### config.mk
export PLATFORM = sky130hd
export DESIGN_NAME = unidade_controle
export DESIGN_NICKNAME = d
export VERILOG_FILES = /design/src/rtl/unidade_controle.sv
export SDC_FILE = /design/constraint.sdc
export NUM_CORES = 1
export LEC_CHECK = 0
export CORE_AREA = 2 2 39 41
export CTS_BUF_LIST = sky130_fd_sc_hd__clkbuf_2
export DETAILED_ROUTE_END_ITERATION = 6
export DIE_AREA = 0 0 41 43
export DONT_BUFFER_PORTS = 1
export GPL_ROUTABILITY_DRIVEN = 0
export PLACE_DENSITY_LB_ADDON = 0.08
export SKIP_CTS_REPAIR_TIMING = 1
export SYNTH_ARGS = -nofsm -noshare
export SYNTH_HDL_FRONTEND = slang
export SYNTH_SLANG_ARGS = --single-unit
### constraint.sdc
create_clock -name clock -period 2.4 [get_ports clock]
set_clock_uncertainty 0.05 [all_clocks]
set_input_delay 0 -clock clock [delete_from_list [all_inputs] [get_ports clock]]
set_output_delay 0 -clock clock [all_outputs]
set_load 0.03 [all_outputs]
### src/rtl/unidade_controle.sv
// Purpose : game-flow controller for the werewolf game; one FSM drives the datapath control strobes.
// Latency : outputs are decoded combinationally from the current state (plus a few status inputs); state moves on each rising clock edge.
// Backpressure: none; the FSM waits in the *_ESPERA / selection states until the user pulses confirmar or iniciar.
//
// Ports:
//   clock, reset                      - system clock, synchronous active-high reset
//   iniciar, confirmar                - single-cycle user pulses (already edge-detected)
//   CJ_fim, jogador_vivo, jogou,
//   votou, acertou, sinal_lobo_ganhou - datapath status
//   rst_global .. reset_Pular         - datapath control strobes
//   fim_jogo, lobo_venceu,
//   aldeoes_venceram                  - end-of-game indication
//   db_estado, db_rodada              - debug: state code and completed-night count
module unidade_controle (
  input  logic       clock,
  input  logic       reset,
  input  logic       iniciar,
  input  logic       confirmar,
  input  logic       CJ_fim,
  input  logic       jogador_vivo,
  input  logic       jogou,
  input  logic       votou,
  input  logic       acertou,
  input  logic       sinal_lobo_ganhou,
  output logic       rst_global,
  output logic       zera_CS,
  output logic       inc_seed,
  output logic       e_seed_reg,
  output logic       zera_CJ,
  output logic       inc_jogador,
  output logic       mostra_classe,
  output logic       processar_acao,
  output logic       avaliar_eliminacao,
  output logic       voto,
  output logic       morra,
  output logic       reset_Pular,
  output logic       fim_jogo,
  output logic       lobo_venceu,
  output logic       aldeoes_venceram,
  output logic [4:0] db_estado,
  output logic [2:0] db_rodada
);

  typedef enum logic [4:0] {
    INICIAL        = 5'd0,
    ESCOLHE_SEED   = 5'd1,
    CARREGA_SEED   = 5'd2,
    MOSTRA         = 5'd3,
    PROX_MOSTRA    = 5'd4,
    NOITE_ESPERA   = 5'd5,
    NOITE_ACAO     = 5'd6,
    NOITE_CHECA    = 5'd7,
    NOITE_PROX     = 5'd8,
    AVALIA         = 5'd9,
    CHECA_NOITE    = 5'd10,
    DIA_ESPERA     = 5'd11,
    DIA_VOTO       = 5'd12,
    DIA_CHECA      = 5'd13,
    EXECUTA        = 5'd14,
    RESULTADO      = 5'd15,
    LOBO_VENCE     = 5'd16,
    ALDEOES_VENCEM = 5'd17
  } estado_t;

  estado_t    estado;
  estado_t    prox_estado;
  logic [2:0] rodada;
  logic       inc_rodada;

  // State and night counter. The counter is cleared whenever the FSM sits in
  // INICIAL so a new game always starts at night 0.
  always_ff @(posedge clock) begin
    if (reset) begin
      estado <= INICIAL;
      rodada <= 3'd0;
    end else begin
      estado <= prox_estado;
      if (estado == INICIAL) begin
        rodada <= 3'd0;
      end else if (inc_rodada && (rodada != 3'd7)) begin
        rodada <= rodada + 3'd1;
      end
    end
  end

  always_comb begin
    prox_estado        = estado;
    inc_rodada         = 1'b0;
    rst_global         = 1'b0;
    zera_CS            = 1'b0;
    inc_seed           = 1'b0;
    e_seed_reg         = 1'b0;
    zera_CJ            = 1'b0;
    inc_jogador        = 1'b0;
    mostra_classe      = 1'b0;
    processar_acao     = 1'b0;
    avaliar_eliminacao = 1'b0;
    voto               = 1'b0;
    morra              = 1'b0;
    reset_Pular        = 1'b0;
    fim_jogo           = 1'b0;
    lobo_venceu        = 1'b0;
    aldeoes_venceram   = 1'b0;

    case (estado)
      INICIAL: begin
        rst_global = 1'b1;
        zera_CS    = 1'b1;
        zera_CJ    = 1'b1;
        if (iniciar) prox_estado = ESCOLHE_SEED;
      end

      // The seed counter spins while the user waits; the confirming cycle
      // freezes it so the loaded seed is exactly what was on display.
      ESCOLHE_SEED: begin
        if (confirmar) begin
          prox_estado = CARREGA_SEED;
        end else begin
          inc_seed = 1'b1;
        end
      end

      CARREGA_SEED: begin
        e_seed_reg  = 1'b1;
        zera_CJ     = 1'b1;
        prox_estado = MOSTRA;
      end

      MOSTRA: begin
        mostra_classe = 1'b1;
        if (confirmar) prox_estado = PROX_MOSTRA;
      end

      PROX_MOSTRA: begin
        if (CJ_fim) begin
          zera_CJ     = 1'b1;
          prox_estado = NOITE_ESPERA;
        end else begin
          inc_jogador = 1'b1;
          prox_estado = MOSTRA;
        end
      end

      // Dead players are skipped without waiting for the user.
      NOITE_ESPERA: begin
        if (!jogador_vivo) begin
          prox_estado = NOITE_PROX;
        end else if (confirmar) begin
          prox_estado = NOITE_ACAO;
        end
      end

      NOITE_ACAO: begin
        processar_acao = 1'b1;
        prox_estado    = NOITE_CHECA;
      end

      // An invalid action returns to the same player (no counter change).
      NOITE_CHECA: begin
        prox_estado = jogou ? NOITE_PROX : NOITE_ESPERA;
      end

      NOITE_PROX: begin
        if (CJ_fim) begin
          zera_CJ     = 1'b1;
          prox_estado = AVALIA;
        end else begin
          inc_jogador = 1'b1;
          prox_estado = NOITE_ESPERA;
        end
      end

      AVALIA: begin
        avaliar_eliminacao = 1'b1;
        prox_estado        = CHECA_NOITE;
      end

      CHECA_NOITE: begin
        prox_estado = sinal_lobo_ganhou ? LOBO_VENCE : DIA_ESPERA;
      end

      DIA_ESPERA: begin
        if (confirmar) prox_estado = DIA_VOTO;
      end

      DIA_VOTO: begin
        voto        = 1'b1;
        prox_estado = DIA_CHECA;
      end

      // votou low means the chosen target was already dead: vote again.
      DIA_CHECA: begin
        prox_estado = votou ? EXECUTA : DIA_ESPERA;
      end

      EXECUTA: begin
        morra       = 1'b1;
        prox_estado = RESULTADO;
      end

      // Catching the wolf wins for the villagers even if the wolf count
      // condition is also met in the same cycle.
      RESULTADO: begin
        if (acertou) begin
          prox_estado = ALDEOES_VENCEM;
        end else if (sinal_lobo_ganhou) begin
          prox_estado = LOBO_VENCE;
        end else begin
          reset_Pular = 1'b1;
          zera_CJ     = 1'b1;
          inc_rodada  = 1'b1;
          prox_estado = NOITE_ESPERA;
        end
      end

      LOBO_VENCE: begin
        fim_jogo    = 1'b1;
        lobo_venceu = 1'b1;
        if (iniciar) prox_estado = INICIAL;
      end

      ALDEOES_VENCEM: begin
        fim_jogo         = 1'b1;
        aldeoes_venceram = 1'b1;
        if (iniciar) prox_estado = INICIAL;
      end

      // Codes 18-31 recover to INICIAL with all outputs low.
      default: begin
        prox_estado = INICIAL;
      end
    endcase
  end

  assign db_estado = estado;
  assign db_rodada = rodada;

endmodule

==> results_dict.tcl, run 1 <==
set metrics [dict create \
    grt_overflow_total 0 \
    drv_cap 0 \
    fraction_of_the_mapped_netlist_area_in_adder_cells 0.0323 \
    synth_compound_gate_area_share 0.288 \
    htree_levels 1 \
    power_switching_share 0.512 \
    syn-mean-instance-area_um2 6.79 \
    synth-simple-area-share 0.360 \
    required_time_worst_endpoint_ns 2.35 \
    fin_area_um2 890 \
    rsz0062_at_grt "false" \
    yosys.area.top_type "sky130_fd_sc_hd__dfxtp_1" \
    routed_wire_length_per_instance_um 16.3 \
    worst_path_fanout_max 13 \
    synth.yosys.warnings 0 \
    std_cell_core_area_um2 1380 \
    highest_delay_cell_along_the_critical_path "sky130_fd_sc_hd__dfxtp_1" \
    final.hold.worst_slack_ns 0.0369 \
    path_cells "buf_4, nor2b_1, nand3b_1, o31ai_2, a31o_2" \
    cts_max_path_buffers 2 \
    critPathLaunchType "flip-flop" \
    worst_setup_hold_path_clk_slew_ns 0.09 \
    top_signal_layer_used "met4" \
    wire_length_of_the_first_global_routing_pass_mm 3.35 \
    floorplan.initialDensity 0.560 \
    setup_violations 0 \
    power_frac_seq 0.302 \
    outcome "finished clean" \
    globalRouteTotalUtil 0.276 \
    switchingPower_w 0.000310 \
    worst_setup_path_end_kind "output port" \
    number_of_filler_cells_placed_in_the_layout 115 \
    met2_layer_wire_length_in_the_routed_design_mm 1.11 \
    floorplan.rows 14 \
    detailedRoute.firstIterationViolations 33 \
    dieHeight_um 43 \
    synth_sequential_area_ratio 0.207 \
    post_dp_cell_area_um2 835 \
    final_nets 137 \
    ys_types 33 \
    hpwl_mm 1.68 \
    achievable-frequency_mhz 490 \
    relSlewSlack 0.608 \
    drt_drc_violations_left 0 \
    syn_inst 114 \
    met3_length_um 167 \
    cellLeakagePower_nw 0.334 \
    total_power_w 0.000605 \
    maximum_number_of_pins_on_one_net_before_global_route_repair 19 \
    worstMarginPinSlew_ns 0.586 \
    share_comb_of_total_power 0.564 \
    power.density_cell_area_nw_per_um2 680 \
    buffer_type_at_the_clock_tree_root "sky130_fd_sc_hd__clkbuf_2" \
    preCtsSetupSlack_ns 0.554 \
    drtAntennaViolNets 0 \
    clkLatencyLatePin_ns 0.24 \
    port_buffers 0 \
    fin_ws_ns 0.357 \
    drt-met1-wl_um 947 \
    most_frequent_cells_in_the_layout "16 x sky130_fd_sc_hd__nor2_1, 11 x sky130_fd_sc_hd__o21ai_0, 11 x sky130_fd_sc_hd__buf_4, 10 x sky130_fd_sc_hd__nand2_1" \
    synth_top_family_by_area "simple AND/OR/NAND/NOR gates" \
    drt-pass1-iter-count 4 \
    power_frac_clock 0.133 \
    timing.setup.critical_path_class "reg2out" \
    reg2reg_setup_slack_ns 0.51 \
    tns_ns 0 \
    critical-path-top-delay-family "flip-flops" \
    power.internal_w 0.000295 \
    tritoncts.num_buffers 3 \
    period_share 0.851 \
    critical_path.n_buffers_inverters 1 \
    synth_mux_area_frac 0 \
    final_max_slew_viol_count 0 \
    tritoncts_sink_count 8 \
    xor_xnor_portion_of_the_synthesized_cell_area 0.0226 \
    worst_ir_drop_vdd_uv 474 \
    critical-path-max-stage-delay_ns 0.59 \
    critPathArrivalTime_ns 1.99 \
    synth_top_area_frac 0.207 \
    route.vias.total 915 \
    timing.hold.worst.class "in2reg" \
    floorplan.die.width_um 41 \
    synth.net_count 126 \
    initial_antenna_violation_count 0 \
    synth.ff_latch_count 8 \
    vias_per_cell 6.58 \
    post_synth_main_area_contributors "sky130_fd_sc_hd__dfxtp_1 21%, sky130_fd_sc_hd__nor2_1 7.8%, sky130_fd_sc_hd__o21ai_0 7.1%" \
    timing.final.crit_period_ns 2.04 \
    drive_above_1_share 0.179 \
    n_antenna_cell 0 \
    die-area_um2 1760 \
    clock_tree_from_tritoncts "done" \
    grt_pass1_vias 763 \
    layout.cells.most_common "sky130_fd_sc_hd__nor2_1" \
    timing.final.hold_violations 0 \
    mappedNetlistArea_um2 774 \
    pin_count 33 \
    finalWirelength_mm 2.26 \
    area_delta_synth_final_pct 14.9 \
]
[layout make-up]
cell class	instances	area [um2]	share of cell area
clock buffers	3	15.0	0.0169
inverters	6	22.5	0.0253
multi-input cells	91	549	0.617
flip-flops and latches	8	160	0.180
well taps	16	20.0	0.0225
repair buffers	15	123	0.138
[logic make-up after synthesis]
logic type,after synthesis
compound gates,35
simple gates,52
flops,8
fa+ha+maj,2
buf+inv,15
xor+xnor,2
[state kept, by name (all words and copies together) (netlist names)]
signal,cells
db_rodada,3
db_estado,5
[tightest hold or removal path: stages]
cell	delay [ns]
sky130_fd_sc_hd__o31ai_1	0.06
sky130_fd_sc_hd__a21oi_1	0.15
sky130_fd_sc_hd__o32ai_1	0.08
[through the flow]
stage                      util  std cells
final                     0.643        139
after global routing      0.643        139
after CTS                 0.614        135
after detailed placement  0.603        132
after global placement    0.603        132
after floorplan               -        114
[final timing paths]
kind,start,endpoint,cells after the start
setup / recovery,db_estado[2],zera_CJ,5
hold / removal,sinal_lobo_ganhou,db_estado[0],3
setup reg to reg,db_estado[0],db_estado[2],4
hold reg to reg,db_rodada[1],db_rodada[1],2
[Yosys cell counts (all sizes together)]
cell and instances:
o2bb2ai 1, nor4b 2, or4 3, nand3b 3, nand2 10, o31ai 2, inv 6, nand3 2
or2 1, ha 2, nor2b 2, nor2 17, nor3 6, xnor2 2, o32ai 2, buf 9
or3 1, a31oi 2, a31o 1, a211oi 3, o21ai 11, dfxtp 8, or4b 1, nand2b 4
o22ai 3, o311ai 1, o32a 1, a21oi 8
[metal layers]
| metal | global-route usage | vias to the layer above |
|---|---|---|
| met5 | 0 | - |
| met4 | 0.107 | 0 |
| met3 | 0.0838 | 4 |
| met2 | 0.416 | 44 |
| met1 | 0.355 | 438 |
| li1 | - | 429 |
[power by group through the flow]
stage / clock network [W] / registers (W) / logic, W
final: 0.0000807 / 0.000183 / 0.000341
after global routing: 0.0000937 / 0.000185 / 0.000371
after floorplan: 0 / 0.000176 / 0.000269
after detailed placement: 0 / 0.000185 / 0.000330
after CTS: 0.0000835 / 0.000181 / 0.000331
after global placement: 0 / 0.000183 / 0.000330
Power figures use the tool's default switching activity.
==> inputs of run 2 (changes only) <==
==> constraint.sdc (replaced) <==
create_clock -name clock -period 2.6 [get_ports clock]
set_clock_uncertainty 0.05 [all_clocks]
set_input_delay 0 -clock clock [delete_from_list [all_inputs] [get_ports clock]]
set_output_delay 0 -clock clock [all_outputs]
set_load 0.03 [all_outputs]
==> results_dict.tcl, run 2 (same netlist as run 1, synthesis figures left out) <==
set metrics [dict create \
    std_cell_core_area_um2 1380 \
    required_time_worst_endpoint_ns 2.55 \
    power.density_cell_area_nw_per_um2 630 \
    total_power_w 0.000555 \
    tritoncts.num_buffers 3 \
    final.hold.worst_slack_ns 0.0438 \
    finalWirelength_mm 2.10 \
    most_frequent_cells_in_the_layout "16 x sky130_fd_sc_hd__nor2_1, 11 x sky130_fd_sc_hd__o21ai_0, 10 x sky130_fd_sc_hd__nand2_1, 10 x sky130_fd_sc_hd__buf_4" \
    hpwl_mm 1.61 \
    detailedRoute.firstIterationViolations 39 \
    worst_setup_path_end_kind "output port" \
    final_cell_count_no_fill 138 \
    final_nets 136 \
    clock_tree_from_tritoncts "done" \
    area_delta_synth_final_pct 13.9 \
    timing.setup.critical_path_class "reg2out" \
    area_taken_by_multi_input_logic_gates_um2 549 \
    layout.cells.most_common "sky130_fd_sc_hd__nor2_1" \
    sequential_cell_area_um2 160 \
    switchingPower_w 0.000283 \
    fin_area_um2 882 \
    n_antenna_cell 0 \
    rsz0062_at_grt "false" \
    largest_register_ffs 5 \
    tns_ns 0 \
    pin_count 33 \
    routed_wire_length_per_instance_um 15.2 \
    buffer_type_at_the_clock_tree_root "sky130_fd_sc_hd__clkbuf_2" \
    post_dp_cell_area_um2 827 \
    port_buffers 0 \
    die-area_um2 1760 \
    period_share 0.799 \
    htree_levels 1 \
    clkLatencyLatePin_ns 0.23 \
    use_met3 0.105 \
    cellLeakagePower_nw 0.328 \
    outcome "finished clean" \
    timing.hold.worst.class "in2reg" \
    drtAntennaViolNets 0 \
    relSlewSlack 0.572 \
    drv_cap 0 \
    layer_with_the_highest_usage_after_global_routing "met2" \
    timing.final.hold_violations 0 \
    worst_path_fanout_max 12 \
    dpl.cell_count 131 \
    power_switching_share 0.509 \
    drt-pass1-iter-count 4 \
    wire_length_of_the_first_global_routing_pass_mm 3.11 \
    floorplan.rows 14 \
    maximum_number_of_pins_on_one_net_before_global_route_repair 19 \
    cts_max_path_buffers 2 \
    met2_usage 0.409 \
    worst_setup_hold_path_clk_slew_ns 0.07 \
    route.vias.total 894 \
    worstMarginPinSlew_ns 0.641 \
    power_frac_clock 0.128 \
    final_max_slew_viol_count 0 \
    initial_antenna_violation_count 0 \
    grt_overflow_total 0 \
    share_comb_of_total_power 0.578 \
    grt_util_met1 0.314 \
    worst_ir_drop_vdd_uv 499 \
    floorplan.die.width_um 41 \
    floorplan.initialDensity 0.560 \
    power.internal_w 0.000273 \
    dieHeight_um 43 \
    critPathArrivalTime_ns 2.03 \
    achievable-frequency_mhz 481 \
    drt_drc_violations_left 0 \
    vias_per_cell 6.48 \
    timing.final.crit_period_ns 2.08 \
    number_of_filler_cells_placed_in_the_layout 142 \
    drive_above_1_share 0.172 \
    globalRouteTotalUtil 0.256 \
    critPathLaunchType "flip-flop" \
    setup_violations 0 \
    tritoncts_sink_count 8 \
    power_frac_seq 0.294 \
    grt_pass1_vias 761 \
]
## run 2: cell count changes in the layout (fill, tap and decap cells not counted), sizes merged
cell,previous run,this run
buf,11,10
## run 2: metrics by stage
step	setup WS, ns	utilization
floorplan	0.392	-
global placement	0.762	0.598
detailed placement	0.733	0.598
CTS	0.524	0.608
global route	0.447	0.637
finish	0.522	0.637
## run 2: area by class of cell
cell class              instances  share of cell area
clock buffers                   3              0.0170
inverters                       6              0.0255
multi-input cells              91               0.623
flip-flops and latches          8               0.182
well taps                      16              0.0227
repair buffers                 14               0.130
## run 2: worst max-delay path: stages, from the launching register on
cell	delay [ns]
sky130_fd_sc_hd__dfxtp_1	0.52
sky130_fd_sc_hd__nand3b_2	0.36
sky130_fd_sc_hd__or4_4	0.56
sky130_fd_sc_hd__o31ai_2	0.10
sky130_fd_sc_hd__a31o_2	0.26
## run 2: routing by layer
| layer | vias to the layer above | routed length (um) |
|---|---|---|
| met1 | 398 | 850 |
| met2 | 58 | 992 |
| met4 | 0 | 37 |
| met3 | 8 | 218 |
| li1 | 430 | - |
| met5 | - | 0 |
## run 2: power groups by stage
stage               Sequential [W]  Clock (W)  Combinational, W
floorplan                 0.000163          0          0.000248
global placement          0.000167          0          0.000308
detailed placement        0.000166          0          0.000311
CTS                       0.000163  0.0000746          0.000311
global route              0.000165  0.0000790          0.000346
finish                    0.000163  0.0000710          0.000321
## run 2: worst paths after layout
path              slack, ns            to  depth (start not counted)          from
setup / recovery       0.52       zera_CJ                          4  db_estado[4]
hold / removal         0.04  db_rodada[1]                          4       acertou
setup reg to reg       0.71  db_estado[2]                          5  db_estado[4]
hold reg to reg        0.61  db_rodada[2]                          2  db_rodada[2]
==> inputs of run 3 (changes only) <==
--- a/config.mk
+++ b/config.mk
@@ -5,10 +5,9 @@
 export SDC_FILE = /design/constraint.sdc
 export NUM_CORES = 1
 export LEC_CHECK = 0
-export CORE_AREA = 2 2 39 41
+export CORE_UTILIZATION = 58
 export CTS_BUF_LIST = sky130_fd_sc_hd__clkbuf_2
 export DETAILED_ROUTE_END_ITERATION = 6
-export DIE_AREA = 0 0 41 43
 export DONT_BUFFER_PORTS = 1
 export GPL_ROUTABILITY_DRIVEN = 0
 export PLACE_DENSITY_LB_ADDON = 0.08
==> constraint.sdc (replaced) <==
create_clock -name clock -period 1.7 [get_ports clock]
set_clock_uncertainty 0.05 [all_clocks]
set_input_delay 0 -clock clock [delete_from_list [all_inputs] [get_ports clock]]
set_output_delay 0 -clock clock [all_outputs]
set_load 0.03 [all_outputs]
==> results_dict.tcl, run 3 (same netlist as run 1, synthesis figures left out) <==
set metrics [dict create \
    worst_path_fanout_max 4 \
    worst_setup_hold_path_clk_slew_ns 0.10 \
    largest_register_ffs 5 \
    critPathLaunchType "flip-flop" \
    final_max_slew_viol_count 0 \
    n_antenna_cell 0 \
    floorplan.initialDensity 0.661 \
    detailedRoute.firstIterationViolations 135 \
    drive_above_1_share 0.366 \
    initial_antenna_violation_count 0 \
    clock_tree_from_tritoncts "done" \
    grt_util_met1 0.413 \
    timing.hold.worst.class "in2reg" \
    route.vias.total 1181 \
    layer_with_the_highest_usage_after_global_routing "met2" \
    area_delta_synth_final_pct 45.4 \
    critical-path-top-delay-family "simple AND/OR/NAND/NOR gates" \
    std_cell_core_area_um2 1170 \
    htree_levels 1 \
    tritoncts.num_buffers 3 \
    clkLatencyLatePin_ns 0.27 \
    pin_count 33 \
    die-area_um2 1490 \
    dpl.cell_count 146 \
    worstMarginPinSlew_ns 0.491 \
    most_frequent_cells_in_the_layout "27 x sky130_fd_sc_hd__buf_4, 15 x sky130_fd_sc_hd__nor2_1, 11 x sky130_fd_sc_hd__o21ai_0, 9 x sky130_fd_sc_hd__nand2_1, 8 x sky130_fd_sc_hd__a21oi_1" \
    final_cell_count_no_fill 156 \
    rsz0062_at_grt "true" \
    period_share 1.06 \
    sequential_cell_area_um2 173 \
    drtAntennaViolNets 0 \
    buffer_type_at_the_clock_tree_root "sky130_fd_sc_hd__clkbuf_2" \
    floorplan.die.width_um 38.5 \
    globalRouteTotalUtil 0.360 \
    use_met3 0.0872 \
    area_taken_by_multi_input_logic_gates_um2 628 \
    timing.final.crit_period_ns 1.80 \
    vias_per_cell 7.57 \
    hpwl_mm 1.85 \
    timing.final.hold_violations 0 \
    required_time_worst_endpoint_ns 1.82 \
    outcome "complete, but fails checks" \
    fin_ws_ns -0.100 \
    finalWirelength_mm 3.43 \
    timing.setup.critical_path_class "reg2reg" \
    dieHeight_um 38.5 \
    routed_wire_length_per_instance_um 22.0 \
    total_power_w 0.00104 \
    path_cells "nand3b_4, or4_4, buf_6, nor2_4, nand2_1, a21oi_1" \
    number_of_filler_cells_placed_in_the_layout 25 \
    cellLeakagePower_nw 0.489 \
    grt_overflow_total 0 \
    failed_checks "negative setup slack" \
    setup_violations 5 \
    grt_pass1_vias 849 \
    port_buffers 0 \
    cts_max_path_buffers 2 \
    critical-path-max-stage-delay_ns 0.57 \
    wire_length_of_the_first_global_routing_pass_mm 3.57 \
    worst_ir_drop_vdd_uv 644 \
    final_nets 155 \
    worst_setup_path_end_kind "flip-flop" \
    floorplan.rows 12 \
    critical_path.n_buffers_inverters 1 \
    layout.cells.most_common "sky130_fd_sc_hd__buf_4" \
    critPathArrivalTime_ns 1.92 \
    maximum_number_of_pins_on_one_net_before_global_route_repair 19 \
    achievable-frequency_mhz 556 \
    drt_drc_violations_left 0 \
    drt-pass1-iter-count 5 \
    drv_cap 0 \
    relSlewSlack 0.668 \
    power.density_cell_area_nw_per_um2 928 \
    highest_delay_cell_along_the_critical_path "sky130_fd_sc_hd__or4_4" \
    met2_usage 0.633 \
    tritoncts_sink_count 8 \
]
==> run 3: cell count changes in the layout (fill, tap and decap cells not counted), moves of 2 or more <==
cell,before,now
sky130_fd_sc_hd__buf_4,10,27
sky130_fd_sc_hd__dfxtp_4,0,3
sky130_fd_sc_hd__dfxtp_1,8,4
sky130_fd_sc_hd__buf_6,0,2
==> run 3: layout make-up <==
type	count	share of cell area
inverters	6	0.0200
clock buffers	4	0.0178
flip-flops and latches	8	0.153
well taps	14	0.0156
repair buffers	33	0.236
multi-input cells	91	0.558
==> run 3: path summary, 6_finish.rpt <==
check                             startpoint           end  slack [ns]  depth (start not counted)
worst max register to register  db_estado[4]  db_rodada[1]       -0.10                          6
worst min-delay path               confirmar  db_estado[0]        0.03                          3
worst max-delay path            db_estado[4]  db_rodada[1]       -0.10                          6
worst min register to register  db_estado[0]  db_estado[1]        0.62                          2
==> run 3: where the power goes <==
| part | switching (W) | total, W | internal (W) |
|---|---|---|---|
| registers | 0.0000451 | 0.000253 | 0.000208 |
| clock network | 0.0000832 | 0.000146 | 0.0000624 |
| logic | 0.000411 | 0.000647 | 0.000236 |
| total | 0.000539 | 0.00104 | 0.000506 |
==> run 3: tightest hold or removal path, stage by stage <==
cell,delay [ns]
sky130_fd_sc_hd__a211oi_1,0.03
sky130_fd_sc_hd__o2bb2ai_2,0.18
sky130_fd_sc_hd__o32ai_2,0.08
==> run 3: per-stage QoR <==
| stage | setup slack [ns] | area, um2 | TNS, ns | utilization | hold WS [ns] |
|---|---|---|---|---|---|
| finish | -0.100 | 1130 | -0.227 | 0.962 | 0.0253 |
| global route | -0.148 | 1130 | -0.346 | 0.962 | 0.0405 |
| CTS | -0.134 | 1010 | -0.146 | 0.864 | -0.281 |
| detailed placement | 0.103 | 992 | 0 | 0.847 | 0.0242 |
| global placement | 0.115 | 992 | 0 | 0.847 | 0.0139 |
| floorplan | -0.00440 | 822 | -0.0131 | - | 0.00000661 |
==> run 3: metal layers <==
| metal | share of wire | vias up |
|---|---|---|
| li1 | - | 471 |
| met1 | 0.35 | 514 |
| met2 | 0.43 | 153 |
| met3 | 0.15 | 43 |
| met4 | 0.074 | 0 |
| met5 | 0 | - |
